File: src/rtl/tdm_pkg.sv
// Shared definitions for the 4-lane, 4-bit TDM link (mux-side framer and demux-side receiver).
package tdm_pkg;

    localparam int LANES = 4;
    localparam int SEL_W = 2;

    localparam logic ST_HUNT = 1'b0;
    localparam logic ST_RUN  = 1'b1;

    typedef enum logic {
        S_HUNT = ST_HUNT,
        S_RUN  = ST_RUN
    } tdm_state_e;

    // Frame-error causes; the framer reports with the same codes.
    localparam logic [1:0] FERR_NONE        = 2'd0;
    localparam logic [1:0] FERR_EARLY_SOF   = 2'd1;
    localparam logic [1:0] FERR_MISSING_SOF = 2'd2;

    function automatic logic [SEL_W-1:0] slot_inc(input logic [SEL_W-1:0] slot);
        return slot + 2'd1;
    endfunction

endpackage

File: src/rtl/tdm_slot_counter.sv
// Slot index within a TDM frame: clear dominates load-to-1, which dominates increment.
module tdm_slot_counter
    import tdm_pkg::*;
(
    input  logic             clk,
    input  logic             rst_n,
    input  logic             i_en,
    input  logic             i_load1,
    input  logic             i_clr,
    output logic [SEL_W-1:0] o_slot
);

    logic [SEL_W-1:0] r_slot;
    logic [SEL_W-1:0] w_slot_nxt;

    // Next-slot selection
    always_comb begin
        w_slot_nxt = r_slot;
        if (i_clr) begin
            w_slot_nxt = 2'd0;
        end else if (i_load1) begin
            w_slot_nxt = 2'd1;
        end else if (i_en) begin
            w_slot_nxt = slot_inc(r_slot);
        end else begin
            w_slot_nxt = r_slot;
        end
    end

    // Slot register
    always_ff @(posedge clk or negedge rst_n) begin
        if (!rst_n) begin
            r_slot <= 2'd0;
        end else begin
            r_slot <= w_slot_nxt;
        end
    end

    assign o_slot = r_slot;

endmodule

File: src/rtl/tdm_demux_1to4_4b.sv
// TDM receiver: locks to SOF framing, collects four slot words and presents them as one
// registered parallel frame with a single-cycle out_valid pulse.
module tdm_demux_1to4_4b #(
    parameter int WIDTH = 4,
    parameter int LANES = 4
) (
    input  logic             clk,
    input  logic             rst_n,
    input  logic             in_valid,
    input  logic             in_sof,
    input  logic [WIDTH-1:0] in_data,
    output logic [WIDTH-1:0] out0,
    output logic [WIDTH-1:0] out1,
    output logic [WIDTH-1:0] out2,
    output logic [WIDTH-1:0] out3,
    output logic             out_valid,
    output logic             locked,
    output logic             frame_err
);
    import tdm_pkg::*;

    localparam logic [SEL_W-1:0] LAST_SLOT = SEL_W'(LANES - 1);

    tdm_state_e       r_state;
    tdm_state_e       w_state_nxt;
    logic [SEL_W-1:0] w_slot;
    logic             w_cnt_en;
    logic             w_cnt_ld1;
    logic             w_cnt_clr;
    logic [2:0]       w_sh_we;
    logic             w_frame_done;
    logic [1:0]       w_err_cause;
    logic [WIDTH-1:0] r_shadow [0:2];

    tdm_slot_counter u_slot_counter (
        .clk     (clk),
        .rst_n   (rst_n),
        .i_en    (w_cnt_en),
        .i_load1 (w_cnt_ld1),
        .i_clr   (w_cnt_clr),
        .o_slot  (w_slot)
    );

    // Framing FSM: next state, slot-counter controls, shadow write enables, frame/error events
    always_comb begin
        w_state_nxt  = r_state;
        w_cnt_en     = 1'b0;
        w_cnt_ld1    = 1'b0;
        w_cnt_clr    = 1'b0;
        w_sh_we      = 3'b000;
        w_frame_done = 1'b0;
        w_err_cause  = FERR_NONE;
        case (r_state)
            S_HUNT: begin
                if (in_valid && in_sof) begin
                    w_cnt_ld1   = 1'b1;
                    w_sh_we     = 3'b001;
                    w_state_nxt = S_RUN;
                end else begin
                    w_cnt_clr   = 1'b1;
                end
            end
            S_RUN: begin
                if (!in_valid) begin
                    w_state_nxt = r_state;
                end else if (in_sof) begin
                    // An SOF anywhere restarts the frame; mid-frame it also aborts the partial one.
                    w_cnt_ld1 = 1'b1;
                    w_sh_we   = 3'b001;
                    if (w_slot != 2'd0) begin
                        w_err_cause = FERR_EARLY_SOF;
                    end else begin
                        w_err_cause = FERR_NONE;
                    end
                end else if (w_slot == 2'd0) begin
                    w_err_cause = FERR_MISSING_SOF;
                    w_cnt_clr   = 1'b1;
                    w_state_nxt = S_HUNT;
                end else if (w_slot == LAST_SLOT) begin
                    w_frame_done = 1'b1;
                    w_cnt_en     = 1'b1;
                end else begin
                    w_cnt_en = 1'b1;
                    w_sh_we  = 3'b001 << w_slot;
                end
            end
            default: begin
                w_state_nxt = S_HUNT;
                w_cnt_clr   = 1'b1;
            end
        endcase
    end

    // State register
    always_ff @(posedge clk or negedge rst_n) begin
        if (!rst_n) begin
            r_state <= S_HUNT;
        end else begin
            r_state <= w_state_nxt;
        end
    end

    // Shadow registers for slots 0..2
    always_ff @(posedge clk or negedge rst_n) begin
        if (!rst_n) begin
            for (int i = 0; i < 3; i++) begin
                r_shadow[i] <= '0;
            end
        end else begin
            for (int i = 0; i < 3; i++) begin
                if (w_sh_we[i]) begin
                    r_shadow[i] <= in_data;
                end
            end
        end
    end

    // Output registers: lanes only change on a completed frame; pulses last one cycle
    always_ff @(posedge clk or negedge rst_n) begin
        if (!rst_n) begin
            out0      <= '0;
            out1      <= '0;
            out2      <= '0;
            out3      <= '0;
            out_valid <= 1'b0;
            frame_err <= 1'b0;
        end else begin
            out_valid <= w_frame_done;
            frame_err <= (w_err_cause != FERR_NONE);
            if (w_frame_done) begin
                out0 <= r_shadow[0];
                out1 <= r_shadow[1];
                out2 <= r_shadow[2];
                out3 <= in_data;
            end
        end
    end

    assign locked = (r_state == S_RUN);

endmodule

File: config.mk
export PLATFORM = sky130hd
export DESIGN_NAME = tdm_demux_1to4_4b
export DESIGN_NICKNAME = d
export VERILOG_FILES = /design/src/rtl/tdm_pkg.sv /design/src/rtl/tdm_slot_counter.sv /design/src/rtl/tdm_demux_1to4_4b.sv
export SDC_FILE = /design/constraint.sdc
export NUM_CORES = 1
export LEC_CHECK = 0
export CAP_MARGIN = 20
export CORE_ASPECT_RATIO = 1.75
export CORE_MARGIN = 1
export CORE_UTILIZATION = 54
export CTS_CLUSTER_DIAMETER = 120
export CTS_CLUSTER_SIZE = 14
export DETAILED_ROUTE_END_ITERATION = 16
export GPL_TIMING_DRIVEN = 0
export PLACE_DENSITY = 0.93
export SLEW_MARGIN = 0
export SYNTH_ARGS = -nofsm -noshare
export SYNTH_HDL_FRONTEND = slang
export SYNTH_SLANG_ARGS = --single-unit
export TNS_END_PERCENT = 10
File: constraint.sdc
create_clock -name clk -period 3.4 [get_ports clk]
set_input_delay 0.68 -clock clk [delete_from_list [all_inputs] [get_ports clk]]
set_output_delay 0.68 -clock clk [all_outputs]
set_load 0.02 [all_outputs]
== After elaboration in Yosys (flattened, before gate mapping) ==
Index checks and enable logic that the tools add are counted.
Widths: inputs -> output; s select.
Operators by class
  add/sub/neg operators: 1
  equal/unequal tests: 1
  shifts and indexed selects: 1
  mux-type cells: 35
  bitwise operators: 1
  reductions and logical operators: 5
Operators with widths (number)
  $mux 1: 20
  $mux 2: 7
  $mux 3: 4
  $pmux 1 s2: 3
  $pmux 3 s2: 1
  $reduce_bool 2->1: 2
  $reduce_bool 3->1: 1
  $shl 1x2->3 const A: 1
  $add 2x1->2 const B: 1
  $eq 2x2->1 const B: 1
  $logic_not 2->1: 1
  $logic_and 1x1->1: 1
  $not 1->1: 1
Storage, ports and cells
  register bits: 33
  bits of input ports: 8
  output and inout port bits: 19
  word-level logic and storage cells: 55

== Longest topological paths before layout ==
  depth in word-level cells: 8
  gate-level depth with buffers: 4
  mapped depth without buffers: 4

== Cells and area by module ==
A second synthesis with hierarchy kept.
Unflattened totals
  cell total of the unflattened synthesis: 83
  area, all modules: 1331.3 µm²
By module, submodules not included
  tdm_demux_1to4_4b: times used 1, cells an instance 75, area each 1233.7 µm², sequential area each 775.7 µm²
  tdm_slot_counter: times used 1, cells an instance 8, area each 97.6 µm², sequential area each 50.0 µm²

== Worst setup path after synthesis ==
OpenSTA, ideal clock, no wires.
  path type: in2reg
  from: input in_valid
  to: register out0[0]
  library setup time: 125 ps
  arrival time: 1414 ps
  data required time: 3275 ps
  path slack: 1861 ps
  cell stages on the path: 4
  path buffers: 2
  cell sequence: buf_6 -> nand4b_4 -> buf_6 -> mux2_4
Between the ends
  cells in the longest elaborated chain, start to end: 2
Ends and longest elaborated chain
  start: declaration: RTL line tdm_demux_1to4_4b.sv:9  | input logic in_valid,
  $mux 1: RTL line tdm_demux_1to4_4b.sv:64  | if (!in_valid) begin
  $mux 1: RTL line tdm_demux_1to4_4b.sv:53  | case (r_state)
  end signal: assignment: RTL line tdm_demux_1to4_4b.sv:131  | out0 <= r_shadow[0];
  end: declaration: RTL line tdm_demux_1to4_4b.sv:12  | output logic [WIDTH-1:0] out0,
No other way between the ends.
A chain may end at the register's enable or synchronous reset.

== Worst setup path in the final report ==
  from: register out1[1]
  to: output out1[1]
RTL lines
  start: declaration: RTL line tdm_demux_1to4_4b.sv:13  | output logic [WIDTH-1:0] out1,
  start signal: assignment: RTL line tdm_demux_1to4_4b.sv:132  | out1 <= r_shadow[1];
No word-level cell between the ends.

==> flow_metrics.py <==
metrics = {
    "yosys": {
        "syn_area_per_cell_sq_um": 16.1,
        "netlist_area_sq_um": 1390,
        "synth-seq-cells": 33,
        "synthCells": 86,
        "yosys_warnings": 0,
        "synthTopCellsByArea": "dfrtp_1, mux2_2, mux2_4",
        "synth_fp_nets": 98,
        "synth-seq-area-share_pct": 59.5,
        "synth.largest_area_cell": "dfrtp_1",
        "ys_types": 19,
        "yosysTopAreaCellShare_pct": 59.5,
    },
    "routing": {
        "drt_iter0_markers": 17,
        "drt-pass1-iter-count": 4,
        "final_antenna_net_count": 0,
        "via_per_inst": 5.49,
        "wl_per_cell_um": 16.6,
        "drc_errors": 0,
        "drt_wl_total_mm": 2.43,
        "vias": 801,
    },
    "critical_path": {
        "critPathSlowestCell": "clkdlybuf4s50_1",
        "r2r_slack_ns": 1.92,
        "critPathCaptureType": "primary output",
        "timing.rr.start": "u_slot_counter.o_slot[0]",
        "critPathTopFamily": "buffers and inverters",
        "crit_fanout": 2,
        "worstSetupPathDepth": 1,
        "crit_required_ns": 2.72,
        "worst-path-buf-inv": 1,
        "crit_chain": "clkdlybuf4s50_1",
        "worst_ep_arrival_time_ns": 1.26,
        "r2r-end": "out1[1]",
        "crit_path_start_kind": "flip-flop",
        "crit_type": "flip-flop to primary output",
        "slowest_delay_ns": 0.61,
        "r2r_cells": 4,
    },
    "sta": {
        "worstMarginPinSlew_ns": 0.735,
        "maxSlewViolCount": 0,
        "timing.hold.ws_ns": 0.502,
        "fmaxAchievable_ghz": 0.516,
        "timing.slew.headroom_pct": 50.8,
        "fin_crit_ns": 1.94,
        "tns_ns": 0,
        "hold_viol_final": 0,
        "setup_violations": 0,
        "rsz0062_at_grt": "false",
        "post-route-period-util_pct": 57.0,
        "finClkSkew_ns": 0.00384,
    },
    "cts": {
        "cts.sinks": 33,
        "cts_resized": 0,
        "cts_buffers": 5,
        "clk_pin_slew_ns": 0.07,
        "cts_tree": "built",
        "worstSkewPairLatency_ns": 0.29,
        "ctsRootBufferMaster": "clkbuf_8",
        "cts_hold_buffers": 0,
        "cts-htree-levels": 2,
        "post-cts-setup-buffers": 0,
        "cts_buffer_depth": 2,
    },
    "status": {
        "status": "completed",
    },
    "power_and_ir_drop": {
        "p_total_uw": 918,
        "ir_drop_mv": 0.292,
        "switching_share_pct": 24.3,
        "leakage_uw": 0.000892,
        "p_per_area_nw_per_um2": 514,
        "p_switching_uw": 223,
        "clock_power_share_pct": 35.1,
        "internal_power_uw": 695,
        "combPwrFrac_pct": 14.5,
        "seq_power_share_pct": 50.4,
    },
    "layout": {
        "final_layout_size_suffix_gt1_share_pct": 35.8,
        "fin_util_pct": 72.6,
        "fin_nets": 131,
        "num_antenna_cells": 0,
        "syn2layout_area_growth_pct": 28.8,
    },
    "floorplan": {
        "fp.dieH_um": 69.1,
        "die_area_sq_um": 2780,
        "num_io_pins": 27,
        "rows": 24,
        "coreArea_sq_um": 2460,
        "die_x_um": 40.3,
        "start_util_pct": 56.4,
    },
    "placement": {
        "post-dp-hpwl_mm": 1.82,
        "numPortBuffers": 25,
        "gp_congestion": 0.705,
    },
    "hold_path": {
        "min_delay_path_depth": 1,
        "min_delay_worst_endpoint": "out2[1]",
        "hold_start": "r_shadow[1]",
        "hold_path_class": "flip-flop to flip-flop",
    },
    "global_routing": {
        "gr-total-overflow": 0,
        "grt_max_degree": 19,
        "antenna_found_initial": 0,
        "grt_pass1_wl_mm": 4.16,
        "grtUsageTotal_pct": 22.1,
        "grt_pass1_vias": 885,
    },
    "flow_run": {
        "cap_violations": 0,
    },
}
## layout by cell type (no fill, tap or decap)
| cell | count |
|---|---|
| and4bb_2 | 1 |
| nand4b_4 | 1 |
| nand4b_1 | 2 |
| clkinv_2 | 1 |
| o21a_1 | 1 |
| buf_6 | 2 |
| clkbuf_8 | 7 |
| inv_1 | 3 |
| a22o_1 | 1 |
| o211ai_1 | 1 |
| ha_1 | 4 |
| mux2_2 | 19 |
| buf_8 | 1 |
| xnor2_1 | 1 |
| mux2_4 | 9 |
| nand3b_1 | 1 |
| buf_4 | 1 |
| dfrtp_1 | 33 |
| or2_2 | 1 |
| clkdlybuf4s50_1 | 25 |
| nand2_1 | 3 |
| nor2b_1 | 1 |
| nor2_1 | 1 |
## worst register-to-register path, stage by stage, from the launching register on
cell and delay [ns]:
dfrtp_1 0.41, ha_1 0.22, nand4b_4 0.21, buf_6 0.22
mux2_4 0.30
## worst max-delay path by stage
stage	from	end	slack (ns)
finish	out1[1]	out1[1]	1.46
global route	out1[1]	out1[1]	1.38
CTS	out1[1]	out1[1]	1.44
detailed placement	in_sof	out1[1]	1.19
global placement	rst_n	locked	1.14
floorplan	in_valid	out0[0]	1.86
## cells in the mapped netlist, drive strengths merged
library cell / n
dfrtp: 33
mux2: 28
ha: 4
buf: 3
inv: 3
nand2: 3
nand4b: 3
a22o: 1
and4bb: 1
nand3b: 1
nor2: 1
nor2b: 1
o211ai: 1
o21a: 1
or2: 1
xnor2: 1
## layer usage
| layer | vias to the layer above | GRT usage (%) | part of all wire, % |
|---|---|---|---|
| li1 | 366 | - | - |
| met1 | 409 | 23.3 | 37 |
| met2 | 20 | 36.3 | 57 |
| met3 | 6 | 7.07 | 3.5 |
| met4 | 0 | 11.1 | 2.7 |
| met5 | - | 0 | 0 |
## registers in the layout, summed over array words and instances (netlist names)
signal	count
r_shadow	12
out2	4
out1	4
out_valid	1
locked	1
u_slot_counter.o_slot	2
out0	4
frame_err	1
out3	4
## power by group through the flow
stage / registers [uW] / logic, uW / clock network, uW
finish: 463 / 133 / 322
global route: 469 / 146 / 354
CTS: 464 / 135 / 331
detailed placement: 470 / 135 / 0
global placement: 466 / 124 / 0
floorplan: 477 / 65.4 / 0
## logic make-up (layout without fill, tap and decap cells)
family	after synthesis	in the layout	share of synthesized area, %
buffers and inverters	6	40	2.98
AO/OA/AOI/OAI	3	3	1.71
adder cells (fa/ha/maj)	4	4	3.61
AND/OR/NAND/NOR	11	11	6.40
multiplexers	28	28	25.2
flip-flops	33	33	59.5
XOR/XNOR	1	1	0.631
## cell type report
| class | count | area [sq um] |
|---|---|---|
| clock inverters | 1 | 5.00 |
| inverters | 3 | 11.3 |
| flip-flops and latches | 33 | 826 |
| plain buffers | 3 | 30.0 |
| fillers | 163 | 676 |
| well taps | 26 | 32.5 |
| multi-input cells | 47 | 520 |
| clock buffers | 7 | 96.3 |
| repair buffers | 26 | 265 |
## through the flow
step                      cells  instance area [sq um]  setup slack [ns]
final                       146                   1790              1.46
after global routing        146                   1790              1.38
after CTS                   146                   1790              1.44
after detailed placement    138                   1690              1.19
after global placement      137                   1670              1.14
after floorplan              86                   1390              1.86
No activity file was read; power rests on OpenSTA's default activity.
